==> config.mk <==
export PLATFORM = sky130hd
export DESIGN_NAME = pipeline_hazard_controller
export DESIGN_NICKNAME = d
export VERILOG_FILES = /design/src/rtl/pipeline_hazard_pkg.sv /design/src/rtl/pipeline_hazard_controller_event_counter.sv /design/src/rtl/pipeline_hazard_controller.sv
export SDC_FILE = /design/constraint.sdc
export NUM_CORES = 1
export LEC_CHECK = 0
export ABC_AREA = 1
export CORE_MARGIN = 3
export CORE_UTILIZATION = 50
export CTS_CLUSTER_DIAMETER = 40
export DETAILED_ROUTE_END_ITERATION = 8
export PLACE_DENSITY = 0.77
export RECOVER_POWER = 100
export SLEW_MARGIN = 5
export SYNTH_ARGS = -nofsm -noshare
export SYNTH_HDL_FRONTEND = slang
export SYNTH_HIERARCHICAL = 1
export SYNTH_SLANG_ARGS = --single-unit
==> constraint.sdc <==
create_clock -name CLK -period 2.5 [get_ports CLK]
set_clock_uncertainty 0.1 [all_clocks]
set_input_delay 0.25 -clock CLK [delete_from_list [all_inputs] [get_ports CLK]]
set_output_delay 0.25 -clock CLK [all_outputs]
set_load 0.01 [all_outputs]
==> src/rtl/pipeline_hazard_pkg.sv <==
// -----------------------------------------------------------------------------
// pipeline_hazard_pkg
// Shared definitions for the five-stage pipeline hazard controller: the
// hazard FSM state encoding (also exported on HAZARD_STATE for debug) and
// the default values of the controller parameters.
// -----------------------------------------------------------------------------
package pipeline_hazard_pkg;

   // Hazard FSM states; the numeric values are visible on HAZARD_STATE.
   typedef enum logic [1:0] {
      ST_RUN   = 2'd0,
      ST_DMISS = 2'd1,
      ST_IMISS = 2'd2
   } hazard_state_e;

   localparam int DEF_REG_ADDR_WIDTH = 5;
   localparam int DEF_MISS_TIMEOUT   = 64;
   localparam int DEF_COUNTER_WIDTH  = 32;

endpackage : pipeline_hazard_pkg

==> src/rtl/pipeline_hazard_controller_event_counter.sv <==
// -----------------------------------------------------------------------------
// hazard_event_counter
// Saturating up-counter used for the controller's performance counters.
// Holds at all-ones instead of wrapping.
//
// Ports:
//   clk     - clock, rising edge
//   rst     - synchronous active-high reset, clears the count
//   inc_en  - add one this cycle (ignored once saturated)
//   count   - current count, registered
// -----------------------------------------------------------------------------
module hazard_event_counter #(
   parameter int WIDTH = 32
) (
   input  logic             clk,
   input  logic             rst,
   input  logic             inc_en,
   output logic [WIDTH-1:0] count
);

   localparam logic [WIDTH-1:0] ALL_ONES = {WIDTH{1'b1}};
   localparam logic [WIDTH-1:0] ONE      = WIDTH'(1);

   // Count register with saturation at all-ones.
   always_ff @(posedge clk) begin
      if (rst) begin
         count <= {WIDTH{1'b0}};
      end else if (inc_en && (count != ALL_ONES)) begin
         count <= count + ONE;
      end else begin
         count <= count;
      end
   end

endmodule : hazard_event_counter

==> src/rtl/pipeline_hazard_controller.sv <==
// -----------------------------------------------------------------------------
// pipeline_hazard_controller
// Stall/flush controller for a five-stage pipeline. Resolves data-cache
// misses, taken branches, load-use dependencies and instruction-cache misses
// with a three-state FSM (RUN / DMISS / IMISS). Stall and clear controls are
// combinational from the current state and inputs; performance counters and
// the sticky timeout flag are registered.
//
// Ports:
//   CLK, RST                      - clock, synchronous active-high reset
//   RS1_ADDRESS, RS2_ADDRESS      - source registers of the ID instruction
//   RD_ADDRESS_EX                 - destination register of the EX instruction
//   DATA_CACHE_READ_EX            - load code in EX (non-zero = load)
//   BRANCH_TAKEN_EX               - taken branch/jump resolved in EX
//   DATA_CACHE_ACCESS_MEM         - MEM instruction accesses the data cache
//   DATA_CACHE_READY              - data cache hit/complete
//   INSTRUCTION_CACHE_READY       - instruction cache hit/complete
//   STALL_*                       - hold PC / IF / ID / EX / MEM registers
//   CLEAR_*                       - load a bubble into ID / EX / MEM
//   STALL_CYCLE_COUNT             - saturating count of cycles with any stall
//   FLUSH_COUNT                   - saturating count of branch flushes
//   TIMEOUT_ERROR                 - sticky data-cache miss timeout
//   HAZARD_STATE                  - current FSM state (debug)
// -----------------------------------------------------------------------------
module pipeline_hazard_controller
   import pipeline_hazard_pkg::*;
#(
   parameter int REG_ADDR_WIDTH = DEF_REG_ADDR_WIDTH,
   parameter int MISS_TIMEOUT   = DEF_MISS_TIMEOUT,
   parameter int COUNTER_WIDTH  = DEF_COUNTER_WIDTH
) (
   input  logic                      CLK,
   input  logic                      RST,
   input  logic [REG_ADDR_WIDTH-1:0] RS1_ADDRESS,
   input  logic [REG_ADDR_WIDTH-1:0] RS2_ADDRESS,
   input  logic [REG_ADDR_WIDTH-1:0] RD_ADDRESS_EX,
   input  logic [2:0]                DATA_CACHE_READ_EX,
   input  logic                      BRANCH_TAKEN_EX,
   input  logic                      DATA_CACHE_ACCESS_MEM,
   input  logic                      DATA_CACHE_READY,
   input  logic                      INSTRUCTION_CACHE_READY,
   output logic                      STALL_PROGRAM_COUNTER,
   output logic                      STALL_FETCH_STAGE,
   output logic                      STALL_DECODING_STAGE,
   output logic                      STALL_EXECUTION_STAGE,
   output logic                      STALL_MEMORY_STAGE,
   output logic                      CLEAR_DECODING_STAGE,
   output logic                      CLEAR_EXECUTION_STAGE,
   output logic                      CLEAR_MEMORY_STAGE,
   output logic [COUNTER_WIDTH-1:0]  STALL_CYCLE_COUNT,
   output logic [COUNTER_WIDTH-1:0]  FLUSH_COUNT,
   output logic                      TIMEOUT_ERROR,
   output logic [1:0]                HAZARD_STATE
);

   // Timeout counter only needs to reach MISS_TIMEOUT.
   localparam int            TO_W    = $clog2(MISS_TIMEOUT + 1);
   localparam logic [TO_W-1:0] TO_LAST = TO_W'(MISS_TIMEOUT - 1);
   localparam logic [TO_W-1:0] TO_MAX  = TO_W'(MISS_TIMEOUT);
   localparam logic [TO_W-1:0] TO_ONE  = TO_W'(1);

   hazard_state_e     state_r;
   hazard_state_e     state_next_s;
   logic [TO_W-1:0]   timeout_cnt_r;
   logic              timeout_err_r;

   logic              data_miss_s;
   logic              load_use_s;
   logic              dmiss_entry_s;
   logic              stall_any_s;
   logic              flush_inc_s;

   logic              stall_pc_s;
   logic              stall_if_s;
   logic              stall_id_s;
   logic              stall_ex_s;
   logic              stall_mem_s;
   logic              clear_id_s;
   logic              clear_ex_s;
   logic              clear_mem_s;

   // Hazard conditions seen this cycle. A load writing x0 never creates a
   // dependency because x0 is hard-wired to zero.
   assign data_miss_s = DATA_CACHE_ACCESS_MEM && !DATA_CACHE_READY;
   assign load_use_s  = (DATA_CACHE_READ_EX != 3'b000)
                     && (RD_ADDRESS_EX != {REG_ADDR_WIDTH{1'b0}})
                     && ((RD_ADDRESS_EX == RS1_ADDRESS) || (RD_ADDRESS_EX == RS2_ADDRESS));

   // Next-state and stall/clear decode. Priority outside DMISS:
   // data miss > branch > load-use > instruction miss.
   always_comb begin
      state_next_s = state_r;
      flush_inc_s  = 1'b0;
      stall_pc_s   = 1'b0;
      stall_if_s   = 1'b0;
      stall_id_s   = 1'b0;
      stall_ex_s   = 1'b0;
      stall_mem_s  = 1'b0;
      clear_id_s   = 1'b0;
      clear_ex_s   = 1'b0;
      clear_mem_s  = 1'b0;

      if (RST) begin
         // Flush every pipeline register while in reset; nothing is held.
         clear_id_s   = 1'b1;
         clear_ex_s   = 1'b1;
         clear_mem_s  = 1'b1;
         state_next_s = ST_RUN;
      end else begin
         case (state_r)
            ST_DMISS: begin
               if (!DATA_CACHE_READY) begin
                  stall_pc_s   = 1'b1;
                  stall_if_s   = 1'b1;
                  stall_id_s   = 1'b1;
                  stall_ex_s   = 1'b1;
                  stall_mem_s  = 1'b1;
                  clear_mem_s  = 1'b1;
                  state_next_s = ST_DMISS;
               end else begin
                  state_next_s = ST_RUN;
               end
            end
            ST_RUN, ST_IMISS: begin
               if (data_miss_s) begin
                  stall_pc_s   = 1'b1;
                  stall_if_s   = 1'b1;
                  stall_id_s   = 1'b1;
                  stall_ex_s   = 1'b1;
                  stall_mem_s  = 1'b1;
                  clear_mem_s  = 1'b1;
                  state_next_s = ST_DMISS;
               end else if (BRANCH_TAKEN_EX) begin
                  // PC is left free so the branch target loads; the wrong-path
                  // instructions in ID and EX are squashed.
                  clear_id_s   = 1'b1;
                  clear_ex_s   = 1'b1;
                  flush_inc_s  = 1'b1;
                  state_next_s = ST_RUN;
               end else if (load_use_s) begin
                  // One-cycle bubble into EX; state is not disturbed.
                  stall_pc_s   = 1'b1;
                  stall_if_s   = 1'b1;
                  stall_id_s   = 1'b1;
                  clear_ex_s   = 1'b1;
                  state_next_s = state_r;
               end else if (!INSTRUCTION_CACHE_READY) begin
                  stall_pc_s   = 1'b1;
                  stall_if_s   = 1'b1;
                  clear_id_s   = 1'b1;
                  state_next_s = ST_IMISS;
               end else begin
                  state_next_s = ST_RUN;
               end
            end
            default: begin
               state_next_s = ST_RUN;
            end
         endcase
      end
   end

   // FSM state register.
   always_ff @(posedge CLK) begin
      if (RST) begin
         state_r <= ST_RUN;
      end else begin
         state_r <= state_next_s;
      end
   end

   assign dmiss_entry_s = (state_r != ST_DMISS) && (state_next_s == ST_DMISS);

   // Miss-duration counter and sticky timeout flag. The counter restarts on
   // every entry into DMISS and counts each DMISS cycle; the flag only clears
   // through reset so software can see a past timeout.
   always_ff @(posedge CLK) begin
      if (RST) begin
         timeout_cnt_r <= {TO_W{1'b0}};
         timeout_err_r <= 1'b0;
      end else begin
         if (dmiss_entry_s) begin
            timeout_cnt_r <= {TO_W{1'b0}};
         end else if ((state_r == ST_DMISS) && (timeout_cnt_r != TO_MAX)) begin
            timeout_cnt_r <= timeout_cnt_r + TO_ONE;
         end else begin
            timeout_cnt_r <= timeout_cnt_r;
         end

         if ((state_r == ST_DMISS) && (timeout_cnt_r == TO_LAST)) begin
            timeout_err_r <= 1'b1;
         end else begin
            timeout_err_r <= timeout_err_r;
         end
      end
   end

   assign stall_any_s = stall_pc_s | stall_if_s | stall_id_s | stall_ex_s | stall_mem_s;

   hazard_event_counter #(
      .WIDTH (COUNTER_WIDTH)
   ) u_stall_counter (
      .clk    (CLK),
      .rst    (RST),
      .inc_en (stall_any_s),
      .count  (STALL_CYCLE_COUNT)
   );

   hazard_event_counter #(
      .WIDTH (COUNTER_WIDTH)
   ) u_flush_counter (
      .clk    (CLK),
      .rst    (RST),
      .inc_en (flush_inc_s),
      .count  (FLUSH_COUNT)
   );

   assign STALL_PROGRAM_COUNTER = stall_pc_s;
   assign STALL_FETCH_STAGE     = stall_if_s;
   assign STALL_DECODING_STAGE  = stall_id_s;
   assign STALL_EXECUTION_STAGE = stall_ex_s;
   assign STALL_MEMORY_STAGE    = stall_mem_s;
   assign CLEAR_DECODING_STAGE  = clear_id_s;
   assign CLEAR_EXECUTION_STAGE = clear_ex_s;
   assign CLEAR_MEMORY_STAGE    = clear_mem_s;
   assign TIMEOUT_ERROR         = timeout_err_r;
   assign HAZARD_STATE          = state_r;

endmodule : pipeline_hazard_controller

==> results.yml, run 1 <==
clock_network:
  cts_hold_buf: 0
  h-tree-depth: 3
  clock_sinks: 74
  post_cts_buffers: 0
  clock_tree.root_cell: "clkbuf_8"
  clkLatencyLatePin_ps: 350
  cts.reportedPaths.clkPinSlew_ps: 70
  cts_tree: "yes"
  cts_resized: 0
  ctsLongestPathBuffers: 2
  tritoncts.num_buffers: 9
critical_path:
  cp_max_fo: 5
  endpoint_kind: "output pin"
  worst-path-buf-inv: 3
  r2r_cells: 9
  rr_startpoint: "u_flush_counter/count[0]"
  critPathTopFamily: "buffers and inverters"
  reg2reg_to: "u_flush_counter/count[12]"
  crit_path_start_kind: "register"
  cp_data_arrival_time_ps: 1990
  cpMaxStageDelayCell: "dlygate4sd3_1"
  critical_path_class: "register to output pin"
  slowest_delay_ps: 610
  crit_start: "HAZARD_STATE[0]"
  required_ps: 2150
  r2r_slack_ps: 280
  path_cells: "inv_1 -> nor2_4 -> nand2_1 -> o21ai_0 -> nand2_1 -> inv_1 -> dlygate4sd3_1"
layout:
  stdcell_count: 1029
  fillers: 877
  regArea_um2: 1480
  antenna_cells: 0
  area_growth_pct: 25.3
  drive_gt1_frac: 0.106
  final_area_um2: 6180
  nets: 923
  multi_input_area_um2: 2890
  finish.utilization: 0.656
pwr:
  total_power_mw: 2.39
  peakVddDrop_uv: 300
  p_per_area_nw_per_um2: 387
  leakage_nw: 2.97
logic_synthesis:
  synth-simple-area-share: 0.514
  syn-cell-area_um2: 4930
  yosys_warnings: 6
  synth_seq_cells: 74
  syn_nets: 816
  syn_inst: 788
  synthMuxAreaShare: 0
  synth_top_family_by_area: "simple AND/OR/NAND/NOR gates"
  synth_xor_area_frac: 0.0107
  synth_compound_area_frac: 0.0629
  synth.distinct_cells: 33
  avgSynthCellArea_um2: 6.26
  ys_seq_area_frac: 0.300
  synth_fa_ha_area_frac: 0.0101
outcome:
  outcome: "completed"
hold_path:
  whs_endpoint: "TIMEOUT_ERROR"
  worstHoldStart: "TIMEOUT_ERROR"
  whs_path_depth: 1
  worstHoldPathType: "register to register"
grt:
  grt_max_degree: 42
  grt_pass1_vias: 4946
  grt_usage: 0.239
  grt_pass1_wl_um: 22300
  overflow: 0
  antenna_found_initial: 0
placement:
  post-dp-hpwl_um: 10200
  dpl_worst_slack_ps: -53.6
  dpl_cell_area_um2: 6040
  place_inst: 1013
  gp_congestion: 0.924
  io_buffers: 98
timing:
  rsz0062_at_grt: "no"
  hold_viol_final: 0
  finalCritPeriodShare: 0.935
  worst_pin_slew_ps: 515
  min_period_ps: 2340
  max_freq_mhz: 428
  final.setup.worst_slack_ps: 163
  final_max_slew_viol_count: 0
  whs_ps: 366
  fin_setup_tns_ps: 0
  slew_headroom: 0.656
  setup_viol: 0
floorplan:
  ioPinCount: 99
  die-height_um: 105
  fp.dieW_um: 105
  row_count: 35
  initial_core_util: 0.524
  core_area_um2: 9420
  die_area_um2: 11100
route:
  post_drt_wl_per_cell_um: 13.1
  firstDrtPassIters: 5
  drt_iter0_drc: 218
  wl_um: 13500
  vias_per_cell: 5.19
  vias: 5343
  drc_errors: 0
  ant_nets: 0
job:
  maxCapViolCount: 0
==> metal layers <==
metal | global-route usage | vias to the layer above | part of all wire
met5 | 0 | - | 0
met4 | 0.0909 | 0 | 0.023
met3 | 0.0392 | 27 | 0.052
met2 | 0.421 | 147 | 0.50
met1 | 0.290 | 2448 | 0.43
li1 | - | 2721 | -
==> worst register-to-register path, stage by stage (launching register included) <==
cell	delay [ps]
dfxtp_1	400
ha_1	240
inv_1	50
nor2_1	210
nand2_1	230
nor2_8	200
nand2_4	260
nand2_1	250
nand2_1	70
a21oi_1	140
==> where the power goes <==
| group | leakage (nW) | total [mW] | switching (mW) | internal (mW) |
|---|---|---|---|---|
| registers | 0.596 | 1.19 | 0.00812 | 1.18 |
| logic | 2.27 | 0.222 | 0.122 | 0.101 |
| clock network | 0.0986 | 0.979 | 0.464 | 0.515 |
==> synth_stat cells <==
master,count,share of area
a21oi_2,2,0.0036
o31ai_1,1,0.0015
a21oi_1,41,0.042
nor3_1,8,0.0081
nand2_2,15,0.019
o21ai_0,1,0.0010
ha_1,4,0.010
dfxtp_1,74,0.30
nand3b_1,2,0.0030
nand2_1,223,0.17
nand3_2,14,0.028
nor2_8,2,0.0081
nand2_4,6,0.014
a31oi_1,10,0.013
o21a_1,1,0.0015
nor2_2,12,0.015
nand3_1,56,0.057
inv_1,83,0.063
xnor2_1,2,0.0036
nor2_4,10,0.023
nor2_1,152,0.12
buf_4,2,0.0030
buf_6,10,0.023
xor2_1,4,0.0071
and2_1,3,0.0038
inv_2,7,0.0053
nor3_2,2,0.0041
nand4_1,28,0.036
buf_1,2,0.0015
o21ai_1,1,0.0010
clkinv_1,2,0.0015
nand4_2,4,0.010
buf_2,4,0.0041
==> flip-flops by register name (all words and copies together), names as in the netlist <==
register               cells
u_flush_counter/count     32
HAZARD_STATE               2
TIMEOUT_ERROR              1
u_stall_counter/count     32
timeout_cnt_r              7
==> how the worst max path moves through the flow <==
| stage | end | slack (ps) | cells past startpoint |
|---|---|---|---|
| floorplan | u_stall_counter/count[25] | 490 | 15 |
| global route | u_stall_counter/count[25] | 20 | 18 |
| CTS | CLEAR_EXECUTION_STAGE | 5 | 13 |
| detailed placement | u_stall_counter/count[26] | -50 | 15 |
| finish | STALL_MEMORY_STAGE | 160 | 7 |
| global placement | u_stall_counter/count[20] | 50 | 16 |
==> layout make-up <==
cell class	instances	area share
timing repair buffer	114	0.177
sequential	74	0.240
inverter	92	0.0559
tap	129	0.0261
clock buffer	12	0.0251
clock inverter	4	0.00810
multi-input combinational	604	0.468
==> cells by family after synthesis <==
logic type | count (synthesis)
AND/OR/NAND/NOR | 537
buffers and inverters | 110
flip-flops | 74
AO/OA/AOI/OAI | 57
XOR/XNOR | 6
adder cells (fa/ha/maj) | 4
==> cells in the final DEF, fill, tap and decap left out, types with 3 or more instances in the layout <==
| cell type | n |
|---|---|
| nand4_1 | 28 |
| nand3_1 | 59 |
| nand3_2 | 11 |
| dlymetal6s4s_1 | 3 |
| a31oi_1 | 10 |
| nor2_2 | 14 |
| inv_1 | 83 |
| clkbuf_8 | 11 |
| nand2_4 | 5 |
| ha_1 | 4 |
| nand4_2 | 4 |
| dlygate4sd3_1 | 70 |
| clkdlybuf4s50_1 | 23 |
| nand2_1 | 228 |
| nand2_2 | 11 |
| nor2_4 | 6 |
| a21oi_1 | 41 |
| buf_4 | 15 |
| clkbuf_1 | 3 |
| xor2_1 | 4 |
| nor3_1 | 8 |
| dfxtp_1 | 74 |
| nor2_1 | 154 |
| inv_2 | 7 |
(Power assumes the default switching activity.)
==> run 2: changes to the inputs <==
- HOLD_SLACK_MARGIN: unset -> 0.15
==> results of run 2 <==
Final layout, timing and power as in run 1 (identical DEF).
